--- config.mk ---
export PLATFORM = sky130hd
export DESIGN_NAME = axis_packetizer
export DESIGN_NICKNAME = d
export VERILOG_FILES = /design/src/rtl/axis_packetizer.sv
export SDC_FILE = /design/constraint.sdc
export NUM_CORES = 1
export LEC_CHECK = 0
export BUFFER_PORTS_ARGS = -buffer_cell sky130_fd_sc_hd__buf_2
export CAP_MARGIN = 20
export CORE_ASPECT_RATIO = 0.7
export CORE_MARGIN = 5
export CORE_UTILIZATION = 40
export DETAILED_ROUTE_END_ITERATION = 8
export GPL_ROUTABILITY_DRIVEN = 0
export PLACE_DENSITY = 0.7
export SLEW_MARGIN = 30
export SYNTH_ARGS = -nofsm -noshare
export SYNTH_HDL_FRONTEND = slang
export SYNTH_SLANG_ARGS = --single-unit
--- constraint.sdc ---
create_clock -name clk -period 3.6 [get_ports clk]
set_clock_uncertainty 0.2 [all_clocks]
set_input_delay 0 -clock clk [delete_from_list [all_inputs] [get_ports clk]]
set_output_delay 0 -clock clk [all_outputs]
set_load 0.05 [all_outputs]
--- src/rtl/axis_packetizer.sv ---
// axis_packetizer: collects an AXI-Stream burst from a local source and emits
// header + payload packets to a router local input. Bursts longer than the
// payload cap are split into several packets to the same destination.
module axis_packetizer #(
  parameter int DATA_WIDTH              = 32,
  parameter int MAX_ROUTERS_X           = 4,
  parameter int MAX_ROUTERS_Y           = 4,
  parameter int MAXIMUM_PACKAGES_NUMBER = 5,
  localparam int X_W = $clog2(MAX_ROUTERS_X),
  localparam int Y_W = $clog2(MAX_ROUTERS_Y),
  localparam int C_W = $clog2(MAXIMUM_PACKAGES_NUMBER)
) (
  input  logic                  clk,
  input  logic                  rst_n,
  input  logic [DATA_WIDTH-1:0] s_data,
  input  logic                  s_valid,
  output logic                  s_ready,
  input  logic                  s_last,
  input  logic [X_W-1:0]        s_dest_x,
  input  logic [Y_W-1:0]        s_dest_y,
  output logic [DATA_WIDTH-1:0] m_data,
  output logic                  m_valid,
  input  logic                  m_ready,
  output logic                  m_last
);

  // Payload cap per packet (header flit excluded) and buffer address width.
  localparam int P   = MAXIMUM_PACKAGES_NUMBER - 1;
  localparam int A_W = (P > 1) ? $clog2(P) : 1;
  localparam logic [C_W-1:0] P_C   = C_W'(P);
  localparam logic [C_W-1:0] ONE_C = C_W'(1);

  localparam logic [1:0] ST_IDLE    = 2'd0;
  localparam logic [1:0] ST_COLLECT = 2'd1;
  localparam logic [1:0] ST_HEADER  = 2'd2;
  localparam logic [1:0] ST_PAYLOAD = 2'd3;

  logic [1:0]            state_reg, state_next;
  logic [C_W-1:0]        count_reg, count_next;
  logic [C_W-1:0]        rd_ptr_reg, rd_ptr_next;
  logic                  first_beat_reg, first_beat_next;
  logic                  cont_reg, cont_next;
  logic [X_W-1:0]        dest_x_reg, dest_x_next;
  logic [Y_W-1:0]        dest_y_reg, dest_y_next;
  logic                  m_valid_reg, m_valid_next;
  logic                  m_last_reg, m_last_next;
  logic [DATA_WIDTH-1:0] m_data_reg, m_data_next;

  logic [DATA_WIDTH-1:0] buf_mem [P];
  logic                  wr_en;
  logic [A_W-1:0]        wr_idx;

  // Header layout: dest_x in the low bits, then dest_y, then payload count.
  function automatic logic [DATA_WIDTH-1:0] make_header(
    input logic [X_W-1:0] x,
    input logic [Y_W-1:0] y,
    input logic [C_W-1:0] c
  );
    logic [DATA_WIDTH-1:0] hdr;
    hdr = '0;
    hdr[X_W-1:0]             = x;
    hdr[X_W+Y_W-1:X_W]       = y;
    hdr[X_W+Y_W+C_W-1:X_W+Y_W] = c;
    return hdr;
  endfunction

  // Source side is only open while gathering; no overlap with draining.
  assign s_ready = (state_reg == ST_IDLE) || (state_reg == ST_COLLECT);
  assign m_data  = m_data_reg;
  assign m_valid = m_valid_reg;
  assign m_last  = m_last_reg;

  // Next-state logic: collect beats, then present header and payload flits.
  always_comb begin
    state_next      = state_reg;
    count_next      = count_reg;
    rd_ptr_next     = rd_ptr_reg;
    first_beat_next = first_beat_reg;
    cont_next       = cont_reg;
    dest_x_next     = dest_x_reg;
    dest_y_next     = dest_y_reg;
    m_valid_next    = m_valid_reg;
    m_last_next     = m_last_reg;
    m_data_next     = m_data_reg;
    wr_en           = 1'b0;
    wr_idx          = '0;

    case (state_reg)
      ST_IDLE: begin
        if (s_valid) begin
          wr_en      = 1'b1;
          wr_idx     = '0;
          count_next = ONE_C;
          // Continuation packets of a split burst reuse the latched dest.
          if (first_beat_reg) begin
            dest_x_next = s_dest_x;
            dest_y_next = s_dest_y;
          end
          if (s_last || (P == 1)) begin
            state_next   = ST_HEADER;
            cont_next    = !s_last;
            m_valid_next = 1'b1;
            m_last_next  = 1'b0;
            m_data_next  = make_header(dest_x_next, dest_y_next, ONE_C);
          end else begin
            state_next = ST_COLLECT;
          end
        end
      end

      ST_COLLECT: begin
        if (s_valid) begin
          wr_en      = 1'b1;
          wr_idx     = count_reg[A_W-1:0];
          count_next = count_reg + 1'b1;
          if (s_last || (count_next == P_C)) begin
            state_next   = ST_HEADER;
            cont_next    = !s_last;
            m_valid_next = 1'b1;
            m_last_next  = 1'b0;
            m_data_next  = make_header(dest_x_reg, dest_y_reg, count_next);
          end
        end
      end

      ST_HEADER: begin
        if (m_ready) begin
          state_next  = ST_PAYLOAD;
          rd_ptr_next = '0;
          m_data_next = buf_mem[0];
          m_last_next = (count_reg == ONE_C);
        end
      end

      default: begin // ST_PAYLOAD
        if (m_ready) begin
          if (m_last_reg) begin
            state_next      = ST_IDLE;
            m_valid_next    = 1'b0;
            m_last_next     = 1'b0;
            m_data_next     = '0;
            first_beat_next = !cont_reg;
            cont_next       = 1'b0;
            count_next      = '0;
            rd_ptr_next     = '0;
          end else begin
            rd_ptr_next = rd_ptr_reg + 1'b1;
            m_data_next = buf_mem[rd_ptr_next[A_W-1:0]];
            m_last_next = (rd_ptr_next == (count_reg - 1'b1));
          end
        end
      end
    endcase
  end

  // Control and output registers; reset drops any packet in flight.
  always_ff @(posedge clk) begin
    if (!rst_n) begin
      state_reg      <= ST_IDLE;
      count_reg      <= '0;
      rd_ptr_reg     <= '0;
      first_beat_reg <= 1'b1;
      cont_reg       <= 1'b0;
      dest_x_reg     <= '0;
      dest_y_reg     <= '0;
      m_valid_reg    <= 1'b0;
      m_last_reg     <= 1'b0;
      m_data_reg     <= '0;
    end else begin
      state_reg      <= state_next;
      count_reg      <= count_next;
      rd_ptr_reg     <= rd_ptr_next;
      first_beat_reg <= first_beat_next;
      cont_reg       <= cont_next;
      dest_x_reg     <= dest_x_next;
      dest_y_reg     <= dest_y_next;
      m_valid_reg    <= m_valid_next;
      m_last_reg     <= m_last_next;
      m_data_reg     <= m_data_next;
    end
  end

  // Payload buffer write port; contents need no reset since count gates reads.
  always_ff @(posedge clk) begin
    if (wr_en) begin
      buf_mem[wr_idx] <= s_data;
    end
  end

endmodule

==> key figures, run 1 <==
Global routing
  – Initial antenna violation count: 1
  – Vias in the first global route: 4542
  – Largest net degree at the start of global routing: 41
  – GRT overflow: 0
  – GRT Util Overall: 15.9%
  – First-pass GRT wire length: 24.9 mm

Timing
  – Setup TNS: 0 ns
  – # setup viols final: 0
  – Slew headroom: between 30% and 40%
  – Fin. max-slew vios: 0
  – Fmax: between 300 and 400 MHz
  – Fin crit share: about three quarters
  – Setup ws final: ~0.92 ns
  – Period minus WS final: ~2.7 ns
  – RSZ-0062 raised after global routing: false
  – Endpoints failing hold: 0
  – Worst-margin pin slew: around 0.96 ns

Final layout
  – Area Overhead vs Synth: 23.4%
  – Non-Filler Instances: 809
  – Final net count: roughly 610
  – Max reg flops: approximately 130
  – Share of layout cells above drive strength 1: 28.1%
  – Multi-input gate area: 0.00211 mm²
  – Number of fill cells: ~1.5k
  – Sequential cell area: 0.00481 mm²

Synth
  – Top cell type by total area after synthesis: edfxtp_1
  – Synth warn: 0
  – Top post-synthesis cells by count: edfxtp_1, dfxtp_1, a21oi_1
  – Post-Syn Area per Cell: 15.7 µm²
  – Synth async-reset ratio: 0%
  – Most frequent cell after synthesis: edfxtp_1
  – Syn Inst Count: about 450
  – Synth top area cells: edfxtp_1, dfxtp_1, mux4_2, a211oi_1, a22oi_1
  – Top-area cell type share of the netlist area: approximately 55%
  – Top_reg_cell synth: edfxtp_1
  – Sequential cell area fraction in the yosys report: just under 70%
  – Post-synth EDFFs: 128
  – Post-synth cell types: 42
  – Synth Register Bits: between 150 and 200
  – Syn nets: between 400 and 500
  – Cell Area, Synth: roughly 0.0071 mm²

Worst setup path
  – Worst Path Arrival: 2.75 ns
  – Worst path cell trace: inv_1, ha_1, o21bai_1, a222oi_1, buf_4, and2_1, buf_4, a211oi_1
  – WP data required: 3.68 ns
  – Startpoint type of the worst setup path: flip-flop
  – Worst Setup End Kind: flip-flop
  – Critical Path End: m_data[8]
  – Worst path max stage delay: 0.39 ns
  – Critical path type: flip-flop to flip-flop
  – Critical Path Source: state_reg[0]
  – Critical Path Slowest Stage Cell: dfxtp_1
  – Worst path most repeated cell: buf_4
  – RR Startpoint: state_reg[0]
  – Setup slack, reg-to-reg: between 0.9 and 1 ns
  – R2R depth: 8
  – CP max FO: 19
  – Reg2reg end: m_data[8]

Clocking
  – CTS Buffer Depth: 2
  – Htree depth: 4
  – Clk_lat worst skew: 0.42 ns
  – Clk slew on worst S/H paths: approximately 0.070 ns
  – CTS Buf Count: 17
  – Root Driver: clkbuf_16
  – CTS tree: built
  – Sink Count: about 180
  – Post-CTS setup buffer count: 0

Hold path
  – Hold Path Class: input pin to flip-flop
  – Hold path depth: 2

Power and ir drop
  – Peak supply drop: slightly above 400 µV
  – Cell leakage power: 3.01 nW
  – Power, Total: about 6.5 mW
  – Cell Pwr Density: 752 mW/mm²

Route
  – Vias/cell: roughly 5.5
  – Final wirelength: around 16 mm
  – Wire per inst: 19.6 µm
  – Final ANT Viol Nets: 0
  – Overall via count from detail_route: ~4.4k
  – Initial DRC count: roughly 380
  – DRC viols: 0
  – DRT Pass-1 Iters: 4

Place
  – Port Buffers: between 70 and 80
  – Hpwl dp: about 10 mm
  – Cells after DPL: about 730
  – Pre-CTS worst setup slack: between 0.9 and 1 ns

Floorplanning
  – Row count: 40
  – Initial core utilization: roughly two fifths
  – Die Y-Extent: approximately 120 µm
  – Core Box Area: roughly 0.017 mm²
  – I/O Pins: 76
  – Die W: ~170 µm
  – Die outline area: 0.0204 mm²

Outcome
  – Status: completed

Run
  – Max-cap violation count: 0
[kinds of logic (layout without fill, tap and decap cells)]
logic type,Yosys count,in the layout,share of synthesized area [%]
buffers and inverters,44,173,2.55
flip-flops,176,176,68.1
other,0,1,0
adder cells (fa/ha/maj),9,9,1.60
AND/OR/NAND/NOR,56,56,3.83
AO/OA/AOI/OAI,114,114,11.2
multiplexers,44,44,12.0
XOR/XNOR,5,5,0.621
[how the worst min path moves through the flow]
stage	to	start	slack [ns]
final	buf_mem[3][17]	s_data[17]	0.13
after global placement	buf_mem[0][20]	s_data[20]	0.01
after floorplan	buf_mem[0][0]	s_data[0]	-0.10
after CTS	buf_mem[0][17]	s_data[17]	0.12
after detailed placement	buf_mem[3][17]	s_data[17]	0.02
after global routing	buf_mem[1][10]	s_data[10]	0.12
[per-stage QoR]
step                      util [%]  cell area (µm²)  hold slack (ns)
after global placement        44.9             7730           0.0114
after floorplan                  -             7060           -0.101
after CTS                     50.5             8700            0.119
final                         50.5             8700            0.129
after global routing          50.5             8700            0.124
after detailed placement      44.9             7730           0.0166
[critical path: cells and delay by family, from the launching register on]
family          cells  cell delay (ns)
compound gates      3             0.75
fa+ha+maj           1             0.39
buf+inv             3             0.64
flops               1             0.39
simple gates        1             0.18
[layout make-up]
class / instances / area share, %
inverters: 9 / 0.388
well taps: 231 / 3.32
multi-input cells: 228 / 24.3
clock inverters: 14 / 1.22
repair buffers: 132 / 10.6
flip-flops and latches: 176 / 55.2
diodes: 1 / 0.0288
clock buffers: 18 / 4.93
[routing by layer]
metal / track usage, % / up-vias / share of wire (%) / wire (µm)
met3: 4.07 / 17 / 4.8 / 758
met5: 0 / - / 0 / 0
met1: 20.9 / 2243 / 45 / 7070
li1: - / 2041 / - / -
met2: 26.0 / 125 / 49 / 7830
met4: 5.17 / 0 / 1.4 / 215
[cell usage in the layout (no fill, tap or decap), types with 2 or more instances in the layout]
master,n
nand2_1,15
mux4_2,32
dfxtp_1,47
edfxtp_1,128
buf_2,75
mux2i_1,7
clkbuf_16,17
a211oi_1,27
a21oi_1,34
xor2_1,3
inv_6,4
inv_1,9
a222oi_1,5
nor2b_1,3
a2bb2oi_1,4
dlygate4sd3_1,43
clkinv_4,4
ha_1,9
nor2_4,3
nor2_1,14
nor3_1,2
buf_4,13
clkinv_2,2
o221a_1,2
o21ai_0,3
nand4_1,2
o22ai_1,4
xnor2_1,2
nand3_1,7
nand4bb_1,2
mux2_2,5
a22oi_1,25
clkinv_1,2
[what timing repair did]
item	CTS	global route
hold endpoints to repair	159	0
gates resized for setup	0	0
hold buffers	43	0
[power by group]
part / switching [mW] / internal, mW / leakage, nW
Sequential: 0.180 / 2.47 / 1.56
Combinational: 1.47 / 0.758 / 1.19
Clock: 0.769 / 0.893 / 0.262
No activity file was read; power rests on OpenSTA's default activity.
==> run 2, diff against run 1 <==
--- a/config.mk
+++ b/config.mk
@@ -12,7 +12,7 @@
 export CORE_UTILIZATION = 40
 export DETAILED_ROUTE_END_ITERATION = 8
 export GPL_ROUTABILITY_DRIVEN = 0
-export PLACE_DENSITY = 0.7
+export PLACE_DENSITY = 0.68
 export SLEW_MARGIN = 30
 export SYNTH_ARGS = -nofsm -noshare
 export SYNTH_HDL_FRONTEND = slang
==> constraint.sdc (replaced) <==
create_clock -name clk -period 2.6 [get_ports clk]
set_clock_uncertainty 0.2 [all_clocks]
set_input_delay 0 -clock clk [delete_from_list [all_inputs] [get_ports clk]]
set_output_delay 0 -clock clk [all_outputs]
set_load 0.05 [all_outputs]
==> run 2 against run 1 <==
Net effect:
- clock-buffer cell count unchanged
- final cell count is 2.1% higher
- critical path type unchanged
- wire length increased by 7.3%
- fmax increased by 6.3%
==> key figures, run 2 (synthesis results as in run 1) <==
Outcome
  – Status: completed

Place
  – Placed inst area: between 0.007 and 0.008 mm²
  – Hpwl dp: roughly 11 mm
  – Port Buffers: 75
  – Cells after DPL: 750

Worst setup path
  – Worst path max stage delay: between 0.4 and 0.5 ns
  – CP max FO: 19
  – Critical Path Slowest Stage Cell: a222oi_1
  – Worst path cell trace: inv_1, ha_2, o21bai_1, a222oi_1, buf_4, and2_1, buf_4, a211oi_1
  – Critical path type: flip-flop to flip-flop
  – Startpoint type of the worst setup path: flip-flop
  – Worst path most repeated cell: buf_4
  – Reg2reg end: m_data[14]
  – Setup slack, reg-to-reg: approximately 0.08 ns
  – Worst Path Arrival: 2.63 ns
  – R2R depth: 8
  – WP data required: 2.71 ns
  – Worst Setup End Kind: flip-flop
  – RR Startpoint: state_reg[1]

Floorplanning
  – Die W: approximately 170 µm
  – I/O Pins: between 70 and 80
  – Die outline area: roughly 0.020 mm²
  – Initial core utilization: between 40% and 50%
  – Row count: 40
  – Core Box Area: ~0.017 mm²
  – Die Y-Extent: between 100 and 150 µm

Clocking
  – Sink Count: between 150 and 200
  – CTS Buf Count: 17
  – CTS tree: built
  – Post-CTS setup buffer count: 0
  – Clk slew on worst S/H paths: roughly 0.070 ns
  – CTS Buffer Depth: 2
  – Clk_lat worst skew: about 0.43 ns
  – Htree depth: 4
  – Root Driver: clkbuf_16

Final layout
  – Most common cell after layout, fill and taps aside: edfxtp_1
  – Max reg flops: ~130
  – Area Overhead vs Synth: 26.3%
  – Number of fill cells: approximately 1.5k
  – N_diodes: 0
  – Non-Filler Instances: 826
  – Design Area, Final: approximately 0.0089 mm²
  – Most frequent cells in the layout: edfxtp_1, buf_2, dfxtp_1
  – Share of layout cells above drive strength 1: 30.6%
  – Final net count: roughly 630

Global routing
  – Initial antenna violation count: 0
  – First-pass GRT wire length: 27.0 mm
  – GRT Util Overall: between 15 and 20%
  – GRT overflow: 0
  – Largest net degree at the start of global routing: 36
  – Vias in the first global route: ~4.7k

Timing
  – Fin crit share: 96.8%
  – Endpoints failing hold: 0
  – # setup viols final: 0
  – Period minus WS final: 2.52 ns
  – Worst-margin pin slew: roughly 0.55 ns
  – Fin. max-slew vios: 0
  – Fmax: ~400 MHz
  – RSZ-0062 raised after global routing: false
  – Slew headroom: 63.1%

Power and ir drop
  – Cell Pwr Density: around 1100 mW/mm²
  – Cell leakage power: just over 3 nW
  – Peak supply drop: roughly 610 µV

Route
  – DRC viols: 0
  – Initial DRC count: about 330
  – Final ANT Viol Nets: 0
  – Wire per inst: between 20 and 25 µm
  – DRT Pass-1 Iters: 5
  – Final wirelength: around 17 mm
  – Vias/cell: roughly 5.5
  – Overall via count from detail_route: about 4.6k

Hold path
  – Hold path depth: 4
  – Hold_sp: s_valid
  – Hold endpoint: buf_mem[2][2]
  – Hold Path Class: input pin to flip-flop

Run
  – Max-cap violation count: 0
[run 2: cell types whose count changed in the layout (fill, tap and decap cells not counted), moves of 2 or more]
cell | previous run | this run
buf_12 | 1 | 3
buf_4 | 13 | 28
clkinv_1 | 2 | 0
clkinv_4 | 4 | 2
clkinvlp_4 | 1 | 3
inv_8 | 1 | 3
[run 2: report_power, final]
part / leakage (nW) / switching (mW) / total [mW] / internal [mW]
registers: 1.56 / 0.248 / 3.67 / 3.42
logic: 1.28 / 2.13 / 3.30 / 1.17
clock network: 0.276 / 1.14 / 2.50 / 1.36
total: 3.12 / 3.52 / 9.46 / 5.94
[run 2: layout make-up]
| type | count | area, µm² | share of cell area, % |
|---|---|---|---|
| sequential | 176 | 4810 | 54.0 |
| multi-input combinational | 228 | 2110 | 23.7 |
| timing repair buffer | 150 | 1090 | 12.2 |
| clock buffer | 18 | 429 | 4.82 |
| tap | 231 | 289 | 3.25 |
| clock inverter | 14 | 151 | 1.70 |
| inverter | 9 | 33.8 | 0.379 |
[run 2: metrics by stage]
stage / setup slack (ns) / util, % / hold slack, ns / TNS, ns / power (mW)
floorplan: -0.453 / - / -0.101 / -38.86 / 5.93
global placement: 0.285 / 45.8 / 0.0132 / 0 / 6.83
detailed placement: 0.157 / 45.8 / 0.0211 / 0 / 6.94
CTS: 0.123 / 51.7 / 0.0619 / 0 / 9.49
global route: 0.0298 / 51.7 / 0.0734 / 0 / 9.89
finish: 0.0823 / 51.7 / 0.0641 / 0 / 9.46
[run 2: layer usage]
metal / track usage [%] / share of wire [%] / up-vias
li1: - / - / 2065
met2: 27.5 / 48 / 180
met1: 23.8 / 44 / 2291
met4: 4.87 / 1.1 / 0
met5: 0 / 0 / -
met3: 4.33 / 7.4 / 22
[run 2: worst max-delay path: cells and delay by family (launching register included)]
family                     cells  cell delay [ns]
buffers and inverters          3             0.62
and+or+nand+nor                1             0.27
adders and majority gates      1             0.32
DFF                            1             0.35
AOI/OAI and AO/OA              3             0.64
[run 2: how the worst max path moves through the flow]
stage / from / endpoint / cells past startpoint
5_1_grt: state_reg[1] / m_data[13] / 8
4_1_cts: state_reg[1] / m_data[13] / 8
2_1_floorplan: state_reg[1] / buf_mem[1][0] / 6
6_report: state_reg[1] / m_data[14] / 8
3_3_place_gp: state_reg[1] / m_data[24] / 8
3_5_place_dp: state_reg[1] / m_data[13] / 8
[run 2: repair_timing]
item | in CTS | in global routing
resized for setup | 0 | 1
hold buffers | 44 | 0
endpoints found under the setup margin | 0 | 25
endpoints found under the hold margin | 146 | 0
